--- config.mk ---
export PLATFORM = sky130hd
export DESIGN_NAME = mem_access_ctrl
export DESIGN_NICKNAME = d
export VERILOG_FILES = /design/src/rtl/mem_pkg.sv /design/src/rtl/mem_addr_map.sv /design/src/rtl/mem_access_ctrl.sv
export SDC_FILE = /design/constraint.sdc
export NUM_CORES = 1
export LEC_CHECK = 0
export ABC_CLOCK_PERIOD_IN_PS = 1500
export CAP_MARGIN = 20
export CORE_ASPECT_RATIO = 1.25
export CORE_MARGIN = 5
export CORE_UTILIZATION = 39
export CTS_CLUSTER_SIZE = 25
export DETAILED_ROUTE_END_ITERATION = 8
export GPL_TIMING_DRIVEN = 0
export MAX_ROUTING_LAYER = met4
export PLACE_DENSITY = 0.84
export SYNTH_ARGS = -nofsm -noshare
export SYNTH_HDL_FRONTEND = slang
export SYNTH_SLANG_ARGS = --single-unit
--- constraint.sdc ---
create_clock -name clk -period 1.5 [get_ports clk]
set_input_delay 0.15 -clock clk [delete_from_list [all_inputs] [get_ports clk]]
set_output_delay 0.15 -clock clk [all_outputs]
set_load 0.005 [all_outputs]
--- src/rtl/mem_pkg.sv ---
// Shared definitions for the data-memory access path: FSM encoding,
// default memory map and word-alignment constants.
package mem_pkg;

  typedef enum logic [1:0] {
    ST_IDLE   = 2'd0,
    ST_ACCESS = 2'd1,
    ST_DONE   = 2'd2
  } state_t;

  localparam int unsigned DEF_BASE_ADDR   = 1024;
  localparam int unsigned DEF_DEPTH_WORDS = 64;

  // Byte-offset bits dropped to form a word-aligned address.
  localparam int unsigned ALIGN_BITS = 2;

  function automatic logic [31:0] word_align_mask32();
    return ~((32'd1 << ALIGN_BITS) - 32'd1);
  endfunction

endpackage

--- src/rtl/mem_addr_map.sv ---
// Combinational byte-address translation into the memory window plus range
// check; the output offset is word aligned and relative to BASE_ADDR.
module mem_addr_map
  import mem_pkg::*;
#(
  parameter int unsigned DATA_W      = 32,
  parameter int unsigned BASE_ADDR   = DEF_BASE_ADDR,
  parameter int unsigned DEPTH_WORDS = DEF_DEPTH_WORDS
) (
  input  logic [DATA_W-1:0] addr,
  output logic [DATA_W-1:0] offset,
  output logic              in_range
);

  // One extra bit so the upper bound cannot wrap for windows near the top.
  localparam logic [DATA_W:0] LO_BOUND = (DATA_W+1)'(BASE_ADDR);
  localparam logic [DATA_W:0] HI_BOUND = (DATA_W+1)'(BASE_ADDR + 4 * DEPTH_WORDS);

  logic [DATA_W:0]   addr_ext;
  logic [DATA_W-1:0] diff;

  assign addr_ext = {1'b0, addr};
  assign in_range = (addr_ext >= LO_BOUND) && (addr_ext < HI_BOUND);
  assign diff     = addr - LO_BOUND[DATA_W-1:0];
  assign offset   = {diff[DATA_W-1:ALIGN_BITS], {ALIGN_BITS{1'b0}}};

endmodule

--- src/rtl/mem_access_ctrl.sv ---
// MEM-stage initiator for a fixed-latency data memory: latches a load/store,
// holds it for WAIT_CYCLES cycles and stalls the pipeline through ready.
module mem_access_ctrl
  import mem_pkg::*;
#(
  parameter int unsigned DATA_W      = 32,
  parameter int unsigned BASE_ADDR   = DEF_BASE_ADDR,
  parameter int unsigned DEPTH_WORDS = DEF_DEPTH_WORDS,
  parameter int unsigned WAIT_CYCLES = 4
) (
  input  logic              clk,
  input  logic              rst,
  input  logic              req_rd,
  input  logic              req_wr,
  input  logic [DATA_W-1:0] req_addr,
  input  logic [DATA_W-1:0] req_wdata,
  output logic              ready,
  output logic [DATA_W-1:0] rdata,
  output logic              err,
  output logic              mem_r_en,
  output logic              mem_w_en,
  output logic [DATA_W-1:0] mem_addr,
  output logic [DATA_W-1:0] mem_wdata,
  input  logic [DATA_W-1:0] mem_rdata
);

  localparam int unsigned CNT_W = (WAIT_CYCLES > 1) ? $clog2(WAIT_CYCLES) : 1;
  localparam logic [CNT_W-1:0] CNT_LAST = CNT_W'(WAIT_CYCLES - 1);

  state_t            state_reg, state_next;
  logic [CNT_W-1:0]  cnt_reg, cnt_next;
  logic [DATA_W-1:0] addr_reg;
  logic [DATA_W-1:0] wdata_reg;
  logic              wr_reg;
  logic              conflict_reg;
  logic [DATA_W-1:0] rdata_reg;
  logic              err_reg;

  logic              req_any;
  logic              last_cycle;
  logic [DATA_W-1:0] map_offset;
  logic              map_in_range;

  mem_addr_map #(
    .DATA_W      (DATA_W),
    .BASE_ADDR   (BASE_ADDR),
    .DEPTH_WORDS (DEPTH_WORDS)
  ) u_addr_map (
    .addr     (req_addr),
    .offset   (map_offset),
    .in_range (map_in_range)
  );

  assign req_any    = req_rd | req_wr;
  assign last_cycle = (state_reg == ST_ACCESS) && (cnt_reg == CNT_LAST);
  assign rdata      = rdata_reg;
  assign err        = err_reg;

  always_ff @(posedge clk or negedge rst) begin
    if (!rst) begin
      state_reg    <= ST_IDLE;
      cnt_reg      <= '0;
      addr_reg     <= '0;
      wdata_reg    <= '0;
      wr_reg       <= 1'b0;
      conflict_reg <= 1'b0;
      rdata_reg    <= '0;
      err_reg      <= 1'b0;
    end else begin
      state_reg <= state_next;
      cnt_reg   <= cnt_next;
      if (state_reg == ST_IDLE && req_any) begin
        addr_reg     <= map_offset;
        wdata_reg    <= req_wdata;
        // A simultaneous rd+wr is carried out as a store and flagged later.
        wr_reg       <= req_wr;
        conflict_reg <= req_rd & req_wr;
        if (!map_in_range) begin
          err_reg <= 1'b1;
        end
      end
      if (last_cycle) begin
        if (!wr_reg) begin
          rdata_reg <= mem_rdata;
        end
        err_reg <= conflict_reg;
      end
    end
  end

  always_comb begin
    state_next = state_reg;
    cnt_next   = cnt_reg;
    ready      = 1'b0;
    mem_r_en   = 1'b0;
    mem_w_en   = 1'b0;
    mem_addr   = '0;
    mem_wdata  = '0;
    unique case (state_reg)
      ST_IDLE: begin
        ready = ~req_any;
        if (req_any) begin
          cnt_next   = '0;
          state_next = map_in_range ? ST_ACCESS : ST_DONE;
        end
      end
      ST_ACCESS: begin
        mem_addr = addr_reg;
        if (wr_reg) begin
          mem_wdata = wdata_reg;
          // Single write edge: only the final access cycle enables the write.
          mem_w_en  = last_cycle;
        end else begin
          mem_r_en = 1'b1;
        end
        if (last_cycle) begin
          state_next = ST_DONE;
        end else begin
          cnt_next = cnt_reg + CNT_W'(1);
        end
      end
      ST_DONE: begin
        ready      = 1'b1;
        state_next = ST_IDLE;
      end
      default: begin
        state_next = ST_IDLE;
      end
    endcase
  end

endmodule
Yosys cells after proc, flatten, opt, wreduce, memory -nomap -nowiden:

Index checks and enable logic that the tools add are counted.
W data, S select, Z words.

* register bits: 101
* bits in latches: 0
* RAM bits: 0
* memory bits (read-only): 0
* input port bits: 100
* output and inout port bits: 100
* word-level logic and storage cells: 51
* memories: 0

* $add $sub $neg: 2
* multipliers: 0
* div/mod/pow operators: 0
* $lt $le $gt $ge: 2
* eq/ne operators: 7
* shift operators: 0
* multiplexer cells: 18
* bitwise gates (word level): 4
* reductions and logical operators: 10

Operators by type and width (count)
* $mux W32: 3
* $ge A32 B11 Y1 const B: 1
* $lt A32 B11 Y1 const B: 1
* $sub A32 B11 Y32 const B: 1
* $mux W2: 5
* $ne A2 B2 Y1 const B: 4
* $pmux W2 S2: 2
* $mux W1: 7
* $reduce_and A2 Y1: 3
* $eq A2 B2 Y1 const B: 2
* $reduce_bool A2 Y1: 2
* $logic_and A1 B1 Y1: 3
* $reduce_and A3 Y1: 1
* $add A2 B1 Y2 const B: 1
* $eq A2 B1 Y1 const B: 1
* $logic_not A2 Y1: 1
* $not A1 Y1: 2
* $pmux W1 S2: 1
* $and A1 B1 Y1: 1
* $or A1 B1 Y1: 1

Depth between registers and ports, before layout:

* word-level depth: 5
* gate-level depth with buffers: 7
* depth with buffers taken out: 6

Hierarchy:

From an unflattened synthesis, not the netlist that was laid out.

* cell total of the unflattened synthesis: 389
* area, all modules: 4951.0 um2

By module, submodules not included
* mem_access_ctrl: instances 1, cells each 312, area each 4393.0 um2
* mem_addr_map: instances 1, cells each 77, area each 558.0 um2

Worst setup path before layout:

Ideal clock, no wire load.

* path kind: input-to-reg
* start point: in req_addr[26]
* end point: reg addr_reg[31]
* arrival: 1776 ps
* path slack: -358 ps
* stages on the path: 4
* path buffers: 0
* cells stage by stage: or4_4 -> or4_4 -> or4_1 -> a31oi_1

* cells in the longest elaborated chain, start to end: 1

Ends and longest elaborated chain
* from (decl): line mem_access_ctrl.sv:15 `input logic [DATA_W-1:0] req_addr,`
* $sub A32 B11 Y32: line mem_addr_map.sv:24 `assign diff = addr - LO_BOUND[DATA_W-1:0];`
* to (signal assigned): line mem_access_ctrl.sv:73 `addr_reg <= map_offset;`
* to (decl): line mem_access_ctrl.sv:32 `logic [DATA_W-1:0] addr_reg;`

Every way passes these cells.
A chain may end at the register's enable or synchronous reset.

Worst setup path in the final report:

* start point: reg state_reg[0]
* end point: out mem_wdata[20]

* cells in the longest elaborated chain, start to end: 2

Ends and longest elaborated chain
* from (decl): line mem_access_ctrl.sv:30 `state_t state_reg, state_next;`
* from (signal assigned): line mem_access_ctrl.sv:70 `state_reg <= state_next;`
* $eq A2 B1 Y1: line mem_access_ctrl.sv:99 `unique case (state_reg)`
* $mux W32: line mem_access_ctrl.sv:99
* to (decl): line mem_access_ctrl.sv:23 `output logic [DATA_W-1:0] mem_wdata,`

Every way passes these cells.

==> metrics.md <==
| Metric | Value |
|---|---|
| Status | finished, violations left |
| Failing checks | negative setup slack |
| RSZ-0062 raised after global routing | true |
| Max Fclk | between 500 and 600 MHz |
| Seq/Total Area, Yosys | 0.534 |
| Critical path type | flip-flop to primary output |
| Post-route setup slack | -276 ps |
| Mapped Cells | just under 500 |
| Vias after detailed routing | 4716 |
| CTS tree | yes |
| Met2 Use GR | 0.377 |
| Root Driver | clkbuf_16 |
| Cell at the slowest stage of the critical path | dfrtp_1 |
| Peak supply drop | around 0.00047 V |
| R2R Setup Slk | -230 ps |
| Reg2Reg Launch Point | state_reg[1] |
| CP most frequent cell | buf_6 |
| Clk sinks | about 100 |
| CTS buffer count | 9 |
| Slew HR | 0.649 |
| Distinct cells, synth | 40 |
| Area Growth Syn to Fin | 75.4% |
| Number of global-route vias before repair | a little under 5000 |
| Mapped Area | approximately 4700 sq um |
| Worst EP required | ~1400 ps |
| CP Buf/Inv Count | 5 |
| Final net count | about 860 |
| Top_reg_cell synth | dfrtp_1 |
| Post-synth EDFFs | 0 |
| Worst Skew | around 10 ps |
| Fin crit share | 1.18 |
| CP top delay family | buffers and inverters |
| Worst-Margin Slew | about 530 ps |
| Std-Cell Core Area | 12000 sq um |
| Final setup vio count | between 100 and 150 |
| Leak Pwr | slightly below 4 nW |
| Worst-path clk slew | approximately 70 ps |
| Startpoint type of the worst setup path | flip-flop |
| Max Cap Viol | 0 |
| Min-delay src | req_addr[27] |
| Die height | between 100 and 150 um |
| DRC | 0 |
| Die area | 14500 sq um |
| Pin count of the biggest net entering global routing | 65 |
| First-pass GRT wire length | approximately 25 mm |
| I/O Buffers | approximately 200 |
| Syn Area/Cell | ~9.6 sq um |
| Crit path max fanout | 5 |
| R2R Path End | rdata[21] |
| Placer Congestion | 0.903 |
| H-tree depth | 3 |
| Starting Density | 0.393 |
| GRT Total Usage | 0.222 |
| Post-route minimum period | roughly 1800 ps |
| GRT overflow | 0 |
| Place WS | -1230 ps |
| Drt pass-1 iters | 4 |
| FFs w/ async S/R, synth | 1.00 |
| Slew Limit Fails | 0 |
| Share of cells above drive strength 1 | 0.366 |
| HP Class | input port to flip-flop |
| Dpl hpwl | 10.9 mm |
| Total routed wirelength | 16.3 mm |
| I/O pin cnt | 200 |
| Final ANT Viol Nets | 0 |
| CP Cell Sequence | nor2b_4 > buf_8 > buf_6 > buf_6 > buf_8 > and3_4 > buf_6 |
| GR Util met3 | 0.0291 |
| Met1 Use GR | 0.256 |
| Busiest metal layer after global routing | met2 |
| Utilization after layout | 0.690 |
| Yosys warns | 0 |
| CP endpoint kind | primary output |
| Row cnt | 45 |
| Clk Latency, worst-skew pair | approximately 340 ps |
| Die X | ~110 um |
| Hold EP | addr_reg[27] |
| Vias per inst | roughly 5.1 |
| Hold-critical path depth | 3 |
| WL/cell | between 15 and 20 um |
| FF-to-FF path depth | 8 |
| Initial antenna violation count | 0 |
| Number of synthesized register bits | roughly 100 |
| Max incr delay on CP | about 390 ps |
| Hold Violations, Final | 0 |
| First DRT Iteration DRCs | a little over 200 |
| Worst EP arrival | 1630 ps |
| PwrDens | ~830 nW/um^2 |
| CTS Buffer Depth | 2 |
| ANT cells | 0 |
## worst min-delay path, stage by stage
cell and delay [ps]:
buf_8 70, or4_1 90, a31oi_1 70
## final cells by class
| class | instances | area [sq um] |
|---|---|---|
| Tap cell | 164 | 205 |
| Timing Repair Buffer | 249 | 2510 |
| Multi-Input combinational cell | 356 | 2400 |
| Buffer | 30 | 333 |
| Sequential cell | 101 | 2530 |
| Inverter | 5 | 18.8 |
| Clock buffer | 10 | 229 |
| Fill cell | 905 | 3740 |
| Clock inverter | 6 | 93.8 |
## timing repair
action | CTS | global route
gates cloned | 10 | 2
setup buffers | 29 | 12
setup endpoints to repair | 164 | 157
pin swaps | 40 | 16
endpoints found under the hold margin | 37 | 0
resized for setup | 434 | 84
hold buffers | 1 | 0
## kinds of logic after synthesis
logic type | share of synthesized area
xor gates and xnor gates | 0.0166
muxes | 0.0782
AOI/OAI and AO/OA | 0.0534
DFF | 0.534
and+or+nand+nor | 0.273
buffers and inverters | 0.0364
other | 0.000792
adders and majority gates | 0.00792
## per-layer routing
metal,routed length (um),vias up
met5,0,-
met4,559,0
met3,907,37
met2,8530,205
met1,6290,2299
li1,-,2175
## through the flow
stage	instances	power, mW	instance area [sq um]	hold WS [ps]	setup TNS (ps)
6_report	921	6.87	8310	79.0	-17740
5_1_grt	921	7.16	8310	89.5	-22900
4_1_cts	910	6.80	8050	65.1	-21260
3_5_place_dp	855	4.19	7010	163	-82890
3_3_place_gp	854	4.13	6990	451	-414770
2_1_floorplan	493	3.64	4810	-146	-1330
## how the worst max path moves through the flow
stage	startpoint	endpoint	slack (ps)	depth (start not counted)
finish	state_reg[0]	mem_wdata[20]	-280	7
floorplan	req_addr[26]	addr_reg[31]	-320	4
global route	state_reg[0]	mem_wdata[20]	-320	7
detailed placement	req_addr[25]	state_reg[1]	-1230	5
CTS	state_reg[0]	mem_wdata[20]	-320	7
global placement	rst	addr_reg[22]	-3330	1
## power by group
part	internal (mW)	switching [mW]	total [mW]
clock network	1.48	1.07	2.54
logic	0.539	0.568	1.11
registers	3.03	0.188	3.22
total	5.05	1.82	6.87
## cells in the final DEF (no fill, tap or decap), types with 3 or more instances in the layout
cell type,synthesis,layout
and2_4,0,21
clkbuf_16,0,11
mux2_4,0,3
xor2_1,3,3
buf_12,0,3
a31oi_1,12,12
buf_4,2,29
xnor2_1,6,6
o31ai_1,7,5
nor4_4,0,4
mux2_2,32,29
buf_6,0,60
inv_1,5,4
dfrtp_1,101,101
nor2_1,20,18
o21ai_1,0,3
clkbuf_2,0,12
o21ai_0,17,14
nand3_1,6,6
or4_4,2,4
and3_1,33,7
and2_1,34,13
nor3_1,4,3
buf_8,0,17
buf_16,0,4
nand2_1,144,141
nand2_2,0,3
buf_2,0,23
or4_1,4,3
clkdlybuf4s50_1,0,112
dlygate4sd2_1,0,8
and3_4,0,26
clkbuf_8,3,3
## synthesized netlist by cell type (3+ instances only)
| master | number | area share |
|---|---|---|
| clkbuf_8 | 3 | 0.0087 |
| clkbuf_1 | 23 | 0.018 |
| nor3_1 | 4 | 0.0042 |
| nand2_1 | 144 | 0.11 |
| buf_1 | 3 | 0.0024 |
| or4_1 | 4 | 0.0063 |
| and2_1 | 34 | 0.045 |
| nor4_1 | 4 | 0.0053 |
| inv_1 | 5 | 0.0040 |
| a31oi_1 | 12 | 0.016 |
| xnor2_1 | 6 | 0.011 |
| o21ai_0 | 17 | 0.018 |
| ha_1 | 3 | 0.0079 |
| dfrtp_1 | 101 | 0.53 |
| o31ai_1 | 7 | 0.011 |
| mux2_2 | 32 | 0.076 |
| nor2_1 | 20 | 0.016 |
| nand2b_1 | 3 | 0.0040 |
| nand3_1 | 6 | 0.0063 |
| xor2_1 | 3 | 0.0055 |
| and3_1 | 33 | 0.044 |
No activity file was read; power rests on OpenSTA's default activity.
